**src/rtl/sysmem_icb_arb2_pkg.sv**
```systemverilog
// Shared constants and master ID encoding for the two-master sysmem ICB arbiter.
package sysmem_icb_arb2_pkg;

    localparam int unsigned ICB_AW = 32;
    localparam int unsigned ICB_DW = 32;

    typedef enum logic {
        MID_M0 = 1'b0,
        MID_M1 = 1'b1
    } mid_e;

endpackage

```
**src/rtl/sysmem_icb_arb2_idfifo.sv**
```systemverilog
// In-order outstanding-ID FIFO: one bit per outstanding command naming the issuing master.
module sysmem_icb_arb_idfifo #(
    parameter int unsigned DEPTH = 4
) (
    input  logic                     clk,
    input  logic                     rst,
    input  logic                     push,
    input  logic                     din,
    input  logic                     pop,
    output logic                     dout,
    output logic                     full,
    output logic                     empty,
    output logic [$clog2(DEPTH):0]   count
);

    localparam int unsigned PW = $clog2(DEPTH);

    logic [DEPTH-1:0] mem;
    logic [PW-1:0]    wptr;
    logic [PW-1:0]    rptr;
    logic [PW:0]      cnt;
    logic             do_push;
    logic             do_pop;

    assign full    = (cnt == (PW+1)'(DEPTH));
    assign empty   = (cnt == '0);
    assign count   = cnt;
    assign dout    = mem[rptr];
    assign do_push = push & ~full;
    assign do_pop  = pop & ~empty;

    always_ff @(posedge clk) begin
        if (do_push) begin
            mem[wptr] <= din;
        end
    end

    // Pointers wrap naturally because DEPTH is a power of two.
    always_ff @(posedge clk) begin
        if (rst) begin
            wptr <= '0;
            rptr <= '0;
            cnt  <= '0;
        end else begin
            if (do_push) begin
                wptr <= wptr + 1'b1;
            end
            if (do_pop) begin
                rptr <= rptr + 1'b1;
            end
            if (do_push && !do_pop) begin
                cnt <= cnt + 1'b1;
            end else if (do_pop && !do_push) begin
                cnt <= cnt - 1'b1;
            end
        end
    end

endmodule

```
**src/rtl/sysmem_icb_arb2.sv**
```systemverilog
// Round-robin arbiter sharing one sysmem ICB port between two masters, with
// in-order response routing through an outstanding-ID FIFO.
module sysmem_icb_arb2
    import sysmem_icb_arb2_pkg::*;
#(
    parameter int unsigned AW         = ICB_AW,
    parameter int unsigned DW         = ICB_DW,
    parameter int unsigned OUTS_DEPTH = 4
) (
    input  logic                          clk,
    input  logic                          rst,
    input  logic                          m0_icb_cmd_valid,
    output logic                          m0_icb_cmd_ready,
    input  logic [AW-1:0]                 m0_icb_cmd_addr,
    input  logic                          m0_icb_cmd_read,
    input  logic [DW-1:0]                 m0_icb_cmd_wdata,
    input  logic [DW/8-1:0]               m0_icb_cmd_wmask,
    output logic                          m0_icb_rsp_valid,
    input  logic                          m0_icb_rsp_ready,
    output logic                          m0_icb_rsp_err,
    output logic [DW-1:0]                 m0_icb_rsp_rdata,
    input  logic                          m1_icb_cmd_valid,
    output logic                          m1_icb_cmd_ready,
    input  logic [AW-1:0]                 m1_icb_cmd_addr,
    input  logic                          m1_icb_cmd_read,
    input  logic [DW-1:0]                 m1_icb_cmd_wdata,
    input  logic [DW/8-1:0]               m1_icb_cmd_wmask,
    output logic                          m1_icb_rsp_valid,
    input  logic                          m1_icb_rsp_ready,
    output logic                          m1_icb_rsp_err,
    output logic [DW-1:0]                 m1_icb_rsp_rdata,
    output logic                          s_icb_cmd_valid,
    input  logic                          s_icb_cmd_ready,
    output logic [AW-1:0]                 s_icb_cmd_addr,
    output logic                          s_icb_cmd_read,
    output logic [DW-1:0]                 s_icb_cmd_wdata,
    output logic [DW/8-1:0]               s_icb_cmd_wmask,
    input  logic                          s_icb_rsp_valid,
    output logic                          s_icb_rsp_ready,
    input  logic                          s_icb_rsp_err,
    input  logic [DW-1:0]                 s_icb_rsp_rdata,
    output logic [$clog2(OUTS_DEPTH):0]   outs_cnt,
    output logic                          unexp_rsp
);

    mid_e prio_q;
    mid_e lock_id_q;
    mid_e grant;
    logic lock_q;
    logic unexp_q;
    logic gnt_valid;
    logic gnt_m1;
    logic cmd_hs;
    logic fifo_full;
    logic fifo_empty;
    logic head_id;
    logic head_m1;
    logic rsp_pop;

    always_comb begin
        grant = MID_M0;
        if (lock_q) begin
            grant = lock_id_q;
        end else if (m0_icb_cmd_valid && m1_icb_cmd_valid) begin
            grant = prio_q;
        end else if (m1_icb_cmd_valid) begin
            grant = MID_M1;
        end
    end

    assign gnt_m1           = (grant == MID_M1);
    assign gnt_valid        = gnt_m1 ? m1_icb_cmd_valid : m0_icb_cmd_valid;
    // Only the registered full flag gates commands, keeping rsp->cmd paths apart.
    assign s_icb_cmd_valid  = gnt_valid & ~fifo_full;
    assign s_icb_cmd_addr   = gnt_m1 ? m1_icb_cmd_addr  : m0_icb_cmd_addr;
    assign s_icb_cmd_read   = gnt_m1 ? m1_icb_cmd_read  : m0_icb_cmd_read;
    assign s_icb_cmd_wdata  = gnt_m1 ? m1_icb_cmd_wdata : m0_icb_cmd_wdata;
    assign s_icb_cmd_wmask  = gnt_m1 ? m1_icb_cmd_wmask : m0_icb_cmd_wmask;
    assign m0_icb_cmd_ready = ~gnt_m1 & s_icb_cmd_ready & ~fifo_full;
    assign m1_icb_cmd_ready =  gnt_m1 & s_icb_cmd_ready & ~fifo_full;
    assign cmd_hs           = s_icb_cmd_valid & s_icb_cmd_ready;

    assign head_m1          = head_id;
    assign m0_icb_rsp_valid = ~fifo_empty & ~head_m1 & s_icb_rsp_valid;
    assign m1_icb_rsp_valid = ~fifo_empty &  head_m1 & s_icb_rsp_valid;
    assign m0_icb_rsp_err   = s_icb_rsp_err;
    assign m1_icb_rsp_err   = s_icb_rsp_err;
    assign m0_icb_rsp_rdata = s_icb_rsp_rdata;
    assign m1_icb_rsp_rdata = s_icb_rsp_rdata;
    assign s_icb_rsp_ready  = fifo_empty | (head_m1 ? m1_icb_rsp_ready : m0_icb_rsp_ready);
    assign rsp_pop          = ~fifo_empty & s_icb_rsp_valid & s_icb_rsp_ready;
    assign unexp_rsp        = unexp_q;

    always_ff @(posedge clk) begin
        if (rst) begin
            prio_q    <= MID_M0;
            lock_q    <= 1'b0;
            lock_id_q <= MID_M0;
            unexp_q   <= 1'b0;
        end else begin
            if (cmd_hs) begin
                prio_q <= gnt_m1 ? MID_M0 : MID_M1;
                lock_q <= 1'b0;
            end else if (s_icb_cmd_valid) begin
                lock_q    <= 1'b1;
                lock_id_q <= grant;
            end
            if (fifo_empty && s_icb_rsp_valid) begin
                unexp_q <= 1'b1;
            end
        end
    end

    sysmem_icb_arb_idfifo #(
        .DEPTH (OUTS_DEPTH)
    ) u_idfifo (
        .clk   (clk),
        .rst   (rst),
        .push  (cmd_hs),
        .din   (gnt_m1),
        .pop   (rsp_pop),
        .dout  (head_id),
        .full  (fifo_full),
        .empty (fifo_empty),
        .count (outs_cnt)
    );

endmodule
```
**config.mk**
```make
export PLATFORM = sky130hd
export DESIGN_NAME = sysmem_icb_arb2
export DESIGN_NICKNAME = d
export VERILOG_FILES = /design/src/rtl/sysmem_icb_arb2_pkg.sv /design/src/rtl/sysmem_icb_arb2_idfifo.sv /design/src/rtl/sysmem_icb_arb2.sv
export SDC_FILE = /design/constraint.sdc
export NUM_CORES = 1
export LEC_CHECK = 0
export BUFFER_PORTS_ARGS = -buffer_cell sky130_fd_sc_hd__buf_2
export CAP_MARGIN = 10
export CELL_PAD_IN_SITES_DETAIL_PLACEMENT = 1
export CELL_PAD_IN_SITES_GLOBAL_PLACEMENT = 2
export CORE_ASPECT_RATIO = 1.25
export CORE_UTILIZATION = 14
export CTS_CLUSTER_DIAMETER = 60
export DETAILED_ROUTE_END_ITERATION = 12
export GPL_ROUTABILITY_DRIVEN = 0
export PLACE_DENSITY_LB_ADDON = 0.1
export SKIP_LAST_GASP = 1
export SLEW_MARGIN = 20
export SYNTH_ARGS = -nofsm -noshare
export SYNTH_HDL_FRONTEND = slang
export SYNTH_SLANG_ARGS = --single-unit
```
**constraint.sdc**
```tcl
create_clock -name clk -period 2.5 [get_ports clk]
set_input_delay 0.25 -clock clk [delete_from_list [all_inputs] [get_ports clk]]
set_output_delay 0.25 -clock clk [all_outputs]
set_load 0.02 [all_outputs]
```
==> flow_summary_export.csv <==
group,metric,value,unit
run_status,status,"complete, no violations",
global_routing,grt_usage,9.03,%
placed_design,port_buffers,224,
timing,hold_viol,0,
pwr,switchingPower,0.000819,W
job,cap_violations,0,
layout,fin_cells,615,
pwr,vdd_drop_max,0.236,mV
clock_network,h-tree-depth,1,
worst_setup_path,critPathRequiredTime,2680,ps
floorplan,fp.dieArea,0.0183,mm^2
floorplan,rows,54,
worst_setup_path,startpoint_type,"flop",
min_path,hold_class,"in2reg",
floorplan,ios,324,
route,num_vias,2249,
worst_setup_path,max_stage_delay,380,ps
placed_design,dpl-instance-area,0.00334,mm^2
clock_network,cts_root_buf,"clkbuf_16",
synth,synthTopCellsByArea,"mux2_4, buf_4, dfxtp_1, mux2_1, edfxtp_1",
timing,rsz0062_at_grt,"false",
synth,async_flop_share,0,%
layout,final_common_cell,"buf_2",
floorplan,die_height,151,um
layout,area_growth,39.2,%
clock_network,cts.sinks,15,
clock_network,ctsHoldBuffers,0,
pwr,p_clk_share,16.7,%
global_routing,grt_pass1_wl,12.6,mm
layout,layout.cells.most_common_list,"buf_2, mux2_4, mux2_1",
timing,period_share,94.4,%
clock_network,clk_latency,250,ps
timing,clock.fmax,424,MHz
synth,synth.top_cell.area_share,33.8,%
layout,drive_gt1_share,78.3,%
route,avgViaCountPerCell,3.66,
clock_network,cts_tree,"done",
synth,synthFlopType,"dfxtp_1",
synth,synth_nets,415,
synth,syn_avg_cell_area,10.8,um^2
layout,final_area,0.00346,mm^2
global_routing,gr-total-overflow,0,
worst_setup_path,cp_max_fo,4,
timing,tightest_slew,422,ps
timing,setup_viol,0,
route,firstDrtPassIters,4,
global_routing,antenna_found_initial,1,
pwr,internal_power,0.00112,W
route,drt_iter0_drc,20,
worst_setup_path,cp_cell_sequence,"mux2i_2 -> mux2_4 -> mux2i_2 -> or2_1 -> ha_2 -> inv_1 -> fa_2 -> xor2_1 -> or3_1 -> a21oi_1",
layout,final_util,19.9,%
floorplan,core_area,0.0174,mm^2
clock_network,numCtsBuffers,3,
timing,slew_viol_final,0,
synth,synth_cells,230,
synth,synth_edf_count,4,
layout,nFillCells,2092,
floorplan,start_util,14.3,%
global_routing,grt_max_degree,57,
route,drc_errors,0,
pwr,combPwrFrac,64.7,%
worst_setup_path,crit_path_end_kind,"flop",
route,wl_per_cell,14.8,um
layout,regArea,344,um^2
route,ant_nets,0,
route,drt_wl_total,9.11,mm
timing,slew_headroom,71.9,%
clock_network,clockBufferDepth,2,
placed_design,dp_hpwl,7.91,mm
placed_design,post-place-ws,-53.2,ps
worst_setup_path,cp_slowest_cell,"dfxtp_4",
global_routing,grt_pass1_vias,2274,
floorplan,die_w,121,um
timing,min_period,2360,ps
synth,syn_area,0.00249,mm^2
timing,fin_skew,0.721,ps
pwr,powerDensity,559,mW/mm^2
layout,fin_nets,577,
placed_design,place_inst,609,
layout,diodes,0,
synth,synth_top_cell_by_area,"mux2_4",
synth,yosysWarnings,0,
pwr,p_leak,1.79,nW
worst_setup_path,crit_type,"reg2reg",
worst_setup_path,cpMostUsedCell,"mux2i_2",
worst_setup_path,worstPathArrival,2540,ps
synth,ys_types,38,
pwr,switching_share,42.3,%
pwr,power_frac_seq,18.5,%
layout,multiInputGateArea,0.00155,mm^2
timing,worst_slack,139,ps
synth,ys_seq_area_share,13.7,%
clock_network,clk_pin_slew,50,ps
synth,ys_ff_latch,15,
power by group through the flow:
stage	Sequential, W	Combinational [W]	Clock [W]
final	0.000359	0.00125	0.000324
after global routing	0.000370	0.00136	0.000345
after CTS	0.000360	0.00127	0.000347
after detailed placement	0.000363	0.00125	0
after global placement	0.000358	0.00125	0
after floorplan	0.000388	0.000985	0
through the flow:
stage	hold WS, ps	power [W]	setup TNS [ps]
finish	261	0.00194	0
global route	298	0.00208	0
CTS	259	0.00197	0
detailed placement	469	0.00162	-53.2
global placement	466	0.00161	-15.2
floorplan	391	0.00137	0
state kept, by name (all words and copies together) (netlist names):
register / flops
u_idfifo.count: 3
unexp_rsp: 1
u_idfifo.mem: 4
lock_q: 1
lock_id_q: 1
prio_q: 1
u_idfifo.wptr: 2
u_idfifo.rptr: 2
critical path: cells and delay by family, from the launching register on:
| kind | cells | cell delay [ps] |
|---|---|---|
| multiplexers | 3 | 650 |
| adder cells (fa/ha/maj) | 2 | 500 |
| AND/OR/NAND/NOR | 2 | 450 |
| flip-flops | 1 | 380 |
| XOR/XNOR | 1 | 150 |
| AO/OA/AOI/OAI | 1 | 120 |
| buffers and inverters | 1 | 50 |
final timing paths:
path               startpoint                end  slack [ps]  cells after the start
max          u_idfifo.rptr[1]  u_idfifo.count[2]         140                     10
min           s_icb_rsp_valid          unexp_rsp         260                      3
max reg2reg  u_idfifo.rptr[1]  u_idfifo.count[2]         140                     10
min reg2reg         unexp_rsp          unexp_rsp         480                      2
area by class of cell:
cell class / instances / share of cell area (%)
Clock buffer: 3 / 2.17
Timing Repair Buffer: 232 / 34.5
Tap cell: 224 / 8.09
Multi-Input combinational cell: 137 / 44.9
Sequential cell: 15 / 9.93
Inverter: 3 / 0.325
Clock inverter: 1 / 0.145
cell usage after synthesis (all sizes together) (3+ instances only):
| master | instances |
|---|---|
| a21oi | 3 |
| and2 | 4 |
| buf | 75 |
| dfxtp | 11 |
| edfxtp | 4 |
| ha | 5 |
| inv | 3 |
| mux2 | 71 |
| mux2i | 9 |
| nand2 | 5 |
| nor2 | 11 |
| nor2b | 3 |
| nor3b | 3 |
| o21ai | 4 |
| or3 | 3 |
cells by family after synthesis:
logic type | after synthesis | synth area share, %
AOI/OAI and AO/OA | 12 | 3.92
adders and majority gates | 6 | 3.32
muxes | 80 | 44.4
xor gates and xnor gates | 3 | 1.06
buffers and inverters | 78 | 25.3
DFF | 15 | 13.7
and+or+nand+nor | 36 | 8.35
layer usage:
metal | track usage [%] | part of all wire, % | vias to the layer above
li1 | - | - | 1051
met1 | 8.74 | 34 | 1023
met2 | 17.8 | 53 | 168
met3 | 3.35 | 12 | 7
met4 | 2.22 | 0.90 | 0
met5 | 0 | 0 | -
repair_timing:
item	CTS	global route
setup buffers	2	0
pin swaps	0	2
endpoints found under the hold margin	0	0
resized for setup	2	7
setup endpoints to repair	1	1
(Power assumes the default switching activity.)
